[src/rtl/sram_mem_ctrl.sv]
// Memory-stage controller: splits each 32-bit load/store into two 16-bit accesses
// on an external asynchronous SRAM. ready low freezes the pipeline while busy.
module sram_mem_ctrl #(
    parameter int unsigned ADDR_OFFSET = 1024,
    parameter int unsigned WAIT_CYCLES = 2
) (
    input  logic        clk,
    input  logic        rst,
    input  logic        rd_en,
    input  logic        wr_en,
    input  logic [31:0] address,
    input  logic [31:0] wdata,
    output logic [31:0] rdata,
    output logic        ready,
    output logic [17:0] sram_addr,
    output logic [15:0] sram_dq_out,
    output logic        sram_dq_oe,
    input  logic [15:0] sram_dq_in,
    output logic        sram_we_n
);

    localparam int unsigned CntW = $clog2(WAIT_CYCLES + 1);
    localparam logic [CntW-1:0] CntLoad = CntW'(WAIT_CYCLES - 1);

    typedef enum logic [1:0] {StIdle, StLow, StHigh, StDone} state_e;

    state_e          state_q;
    logic [CntW-1:0] cnt_q;
    logic [16:0]     word_q;
    logic [15:0]     wdata_hi_q;
    logic            write_q;

    logic [31:0] offset_addr;
    logic [16:0] word_idx;
    logic        req;
    logic        unused_offset_bits;

    // Word index relative to the data-memory base; wraps modulo 2^32.
    assign offset_addr        = address - ADDR_OFFSET;
    assign word_idx           = offset_addr[18:2];
    assign unused_offset_bits = ^{offset_addr[31:19], offset_addr[1:0]};
    assign req                = rd_en | wr_en;

    // Freeze is the inverse of ready: released when idle or finishing.
    always_comb begin
        ready = ((state_q == StIdle) && !req) || (state_q == StDone);
    end

    // Access sequencer; pin outputs are registered so they are stable for a whole half.
    always_ff @(posedge clk or posedge rst) begin
        if (rst) begin
            state_q     <= StIdle;
            cnt_q       <= '0;
            word_q      <= '0;
            wdata_hi_q  <= '0;
            write_q     <= 1'b0;
            rdata       <= '0;
            sram_addr   <= '0;
            sram_dq_out <= '0;
            sram_dq_oe  <= 1'b0;
            sram_we_n   <= 1'b1;
        end else begin
            unique case (state_q)
                StIdle: begin
                    if (req) begin
                        // Write wins when both requests are present.
                        state_q     <= StLow;
                        cnt_q       <= CntLoad;
                        word_q      <= word_idx;
                        wdata_hi_q  <= wdata[31:16];
                        write_q     <= wr_en;
                        sram_addr   <= {word_idx, 1'b0};
                        sram_we_n   <= ~wr_en;
                        sram_dq_oe  <= wr_en;
                        sram_dq_out <= wr_en ? wdata[15:0] : 16'h0000;
                    end
                end
                StLow: begin
                    if (cnt_q == '0) begin
                        if (!write_q) begin
                            rdata[15:0] <= sram_dq_in;
                        end
                        state_q     <= StHigh;
                        cnt_q       <= CntLoad;
                        sram_addr   <= {word_q, 1'b1};
                        sram_dq_out <= write_q ? wdata_hi_q : 16'h0000;
                    end else begin
                        cnt_q <= cnt_q - CntW'(1);
                    end
                end
                StHigh: begin
                    if (cnt_q == '0) begin
                        if (!write_q) begin
                            rdata[31:16] <= sram_dq_in;
                        end
                        state_q     <= StDone;
                        sram_addr   <= '0;
                        sram_dq_out <= '0;
                        sram_dq_oe  <= 1'b0;
                        sram_we_n   <= 1'b1;
                    end else begin
                        cnt_q <= cnt_q - CntW'(1);
                    end
                end
                StDone: begin
                    state_q <= StIdle;
                end
                default: begin
                    state_q <= StIdle;
                end
            endcase
        end
    end

endmodule
[config.mk]
export PLATFORM = sky130hd
export DESIGN_NAME = sram_mem_ctrl
export DESIGN_NICKNAME = d
export VERILOG_FILES = /design/src/rtl/sram_mem_ctrl.sv
export SDC_FILE = /design/constraint.sdc
export NUM_CORES = 1
export LEC_CHECK = 0
export CELL_PAD_IN_SITES_DETAIL_PLACEMENT = 1
export CELL_PAD_IN_SITES_GLOBAL_PLACEMENT = 1
export CORE_MARGIN = 2
export CORE_UTILIZATION = 30
export CTS_CLUSTER_SIZE = 16
export DETAILED_ROUTE_END_ITERATION = 8
export PLACE_DENSITY = 0.78
export RECOVER_POWER = 100
export SETUP_SLACK_MARGIN = 0.05
export SLEW_MARGIN = 30
export SYNTH_ARGS = -nofsm -noshare
export SYNTH_HDL_FRONTEND = slang
export SYNTH_SLANG_ARGS = --single-unit
[constraint.sdc]
create_clock -name clk -period 5.7 [get_ports clk]
set_input_delay 1.71 -clock clk [delete_from_list [all_inputs] [get_ports clk]]
set_output_delay 1.71 -clock clk [all_outputs]
set_load 0.02 [all_outputs]
==> flow_summary.ini <==
[clocking]
cts_made_buffers = 9
root_buffer = clkbuf_16
cts_sinks = 106
cts_hold_buffers = 0
clockBufferDepth = 2
cts_tree = done
htreeDepth = 3
ctsResizeCount = 0
cts.clk_slew.worst_paths_ns = 0.07
cts_setup_buffers = 0
clkLatencyLatePin_ns = 0.35

[critical_path]
cp_max_fo = 5
r2r-start = state_q[1]$_DFFE_PP0P_
critPathMostFrequentCell = dlygate4sd3_1
rrSetupSlack_ns = 0.96
crit_slowest_cell = dlygate4sd3_1
crit_start = wr_en
start_kind = input port
endpoint_kind = output pin
cp.arrival_ns = 3.61
crit_buf_inv = 2
crit_family = buffers and inverters
cpPeakStageDelay_ns = 0.70
required_ns = 3.99
path_class = in -> out
path_cells = dlygate4sd3_1 > or3b_1 > nand2_1 > dlygate4sd3_1

[drt]
wirelength_mm = 12.1
wl_per_cell_um = 17.3
viasPerCell = 4.88
drc_errors = 0
drtAntennaViolNets = 0
num_vias = 3414
drt-initial-drc-count = 122
first_pass_iters = 4

[run]
maxCapViolCount = 2

[synth]
synthesis.instances = 379
yosysTopAreaCellShare_pct = 58.0
synth.avg_cell_area_um2 = 12.0
synth.yosys.warnings = 0
synthTopCellsByArea = dfrtp_1 (58%), mux2_2 (15%), o21ai_0 (4.5%), nand2_1 (3.5%), a22oi_1 (2.8%)
syn_area_mm2 = 0.00453
ys_types = 40
synth_seq_cells = 106
yosysTopAreaCell = dfrtp_1
ys_seq_area_share_pct = 58.6
synthesis.nets = 470

[placed_design]
finalWeightedCongestion = 0.745
hpwl_mm = 8.44
io_buffers = 137
dp_cells = 683

[power]
ir_worst_vdd_uv = 204
seqPwrFrac_pct = 34.2
intPower_w = 0.00229
p_sw_share_pct = 39.2
power_w = 0.00377
p_sw_w = 0.00148
pwr-share-clk_pct = 18.2
power_density_mw_per_mm2 = 589
combPwrFrac_pct = 47.6
p_leak_nw = 2.78

[timing]
final_hold_viol_count = 0
max_freq_ghz = 0.188
report.final.slew_viol_count = 98
relSlewSlack_pct = -96.6
min_period_over_period_pct = 93.4
tns_ns = 0
rsz0062_at_grt = no
worstMarginPinSlew_ns = 2.95
finClkSkew_ns = 0.00761
report.final.setup_viol = 0
min_period_ns = 5.32

[final_layout]
areaGrowthSynthToFinish_pct = 41.1
layout.cells.non_filler = 700
multi_input_area_mm2 = 0.00174
fin_util_pct = 43.7
layout_common_cells = dfrtp_1 (105), dlygate4sd3_1 (71), clkdlybuf4s50_1 (66)
diodes = 0
layout_commonest_cell = dfrtp_1
regArea_mm2 = 0.00265
nets = 602
nFillCells = 1568
layout-drive-gt1-share_pct = 16.3

[floorplanning]
io_pins = 153
num_rows = 44
die_area_mm2 = 0.0161
start_util_pct = 30.9
fp.coreArea_mm2 = 0.0146
die_x_um = 127
die_y_um = 127

[global_route]
grt_pass1_vias = 3830
antenna_found_initial = 0
grt_pass1_wl_mm = 19.9
grt_start_max_net_pins = 78
grt_use_total_pct = 15.7
grt-ovfl-total = 0

[run_status]
failed_checks = max-capacitance violations, max-slew violations
status = finished with violations

[min_path]
hp-class = reg -> reg
hp-start = sram_addr[2]$_DFFE_PP0P_
cell type report:
class | count | share of cell area (%)
inverters | 12 | 0.705
well taps | 184 | 3.60
repair buffers | 142 | 21.9
clock inverters | 7 | 1.57
flip-flops and latches | 106 | 41.5
multi-input cells | 240 | 27.2
clock buffers | 9 | 3.52
power by group through the flow:
stage	Clock, W	Combinational (W)	Sequential (W)
final	0.000685	0.00179	0.00129
after global routing	0.000739	0.00197	0.00134
after CTS	0.000706	0.00191	0.00130
after detailed placement	0	0.00190	0.00131
after global placement	0	0.00184	0.00128
after floorplan	0	0.000917	0.00152
cells in the mapped netlist:
cell and count:
nor2b_1 3, buf_4 1, xnor2_1 4, o2bb2ai_1 1, clkbuf_1 11, ha_1 7, clkinv_1 1, nor2_1 7
and3_1 11, buf_2 8, o32a_1 1, or4_4 1, nand3_1 3, a31oi_1 5, o21ai_0 41, a21boi_0 1
a21oi_1 14, o31ai_1 1, and3b_1 1, nor3b_1 1, nor4_2 1, mux2_2 59, mux2i_1 5, o31ai_2 1
a21oi_2 1, dfstp_2 1, a21o_1 2, dfrtp_1 105, inv_1 11, o22a_1 1, buf_1 1, o21ai_1 2
nor3_1 2, a22oi_1 17, o211ai_2 1, or3_1 1, nand2_1 42, xor2_1 1, o21a_1 1, or3b_1 1
layer usage:
layer  GRT usage, %  share of wire (%)  wire (µm)  up-vias
met5              0                  0          0        -
li1               -                  -          -     1599
met1           19.2                 44       5340     1706
met2           27.3                 49       5970       94
met3           3.58                5.0        601       15
met4           5.43                1.6        195        0
through the flow:
stage | area [µm²] | hold WS, ns | setup WS, ns
CTS | 6420 | 0.487 | 0.437
global placement | 6090 | 0.458 | 0.467
floorplan | 4530 | 0.442 | 1.20
finish | 6390 | 0.481 | 0.376
detailed placement | 6090 | 0.470 | 0.443
global route | 6390 | 0.511 | 0.219
state kept, by name, indices dropped and copies added, names as in the netlist:
name / cells
rdata: 32
sram_addr: 18
word_q: 17
sram_dq_out: 16
wdata_hi_q: 16
cnt_q: 2
state_q: 2
sram_dq_oe: 1
sram_we_n: 1
write_q: 1
final timing paths:
kind	to	cells past startpoint
worst min register to register	sram_addr[2]$_DFFE_PP0P_	2
worst max-delay path	ready	4
worst max register to register	sram_addr[0]$_DFFE_PP0P_	7
max in group asynchronous	sram_addr[10]$_DFFE_PP0P_	2
worst min-delay path	sram_addr[2]$_DFFE_PP0P_	2
min in group asynchronous	rdata[8]$_DFFE_PP0P_	2
logic make-up after synthesis:
logic type	synth area share (%)
buffers and inverters	3.04
xor gates and xnor gates	0.966
DFF	58.6
muxes	15.8
and+or+nand+nor	7.76
adders and majority gates	1.93
AOI/OAI and AO/OA	12.0
tightest hold or removal path: stages (launching register included):
cell,delay (ns)
dfrtp_1,0.34
nand2_1,0.05
o21ai_0,0.06
No activity file was read; power rests on OpenSTA's default activity.
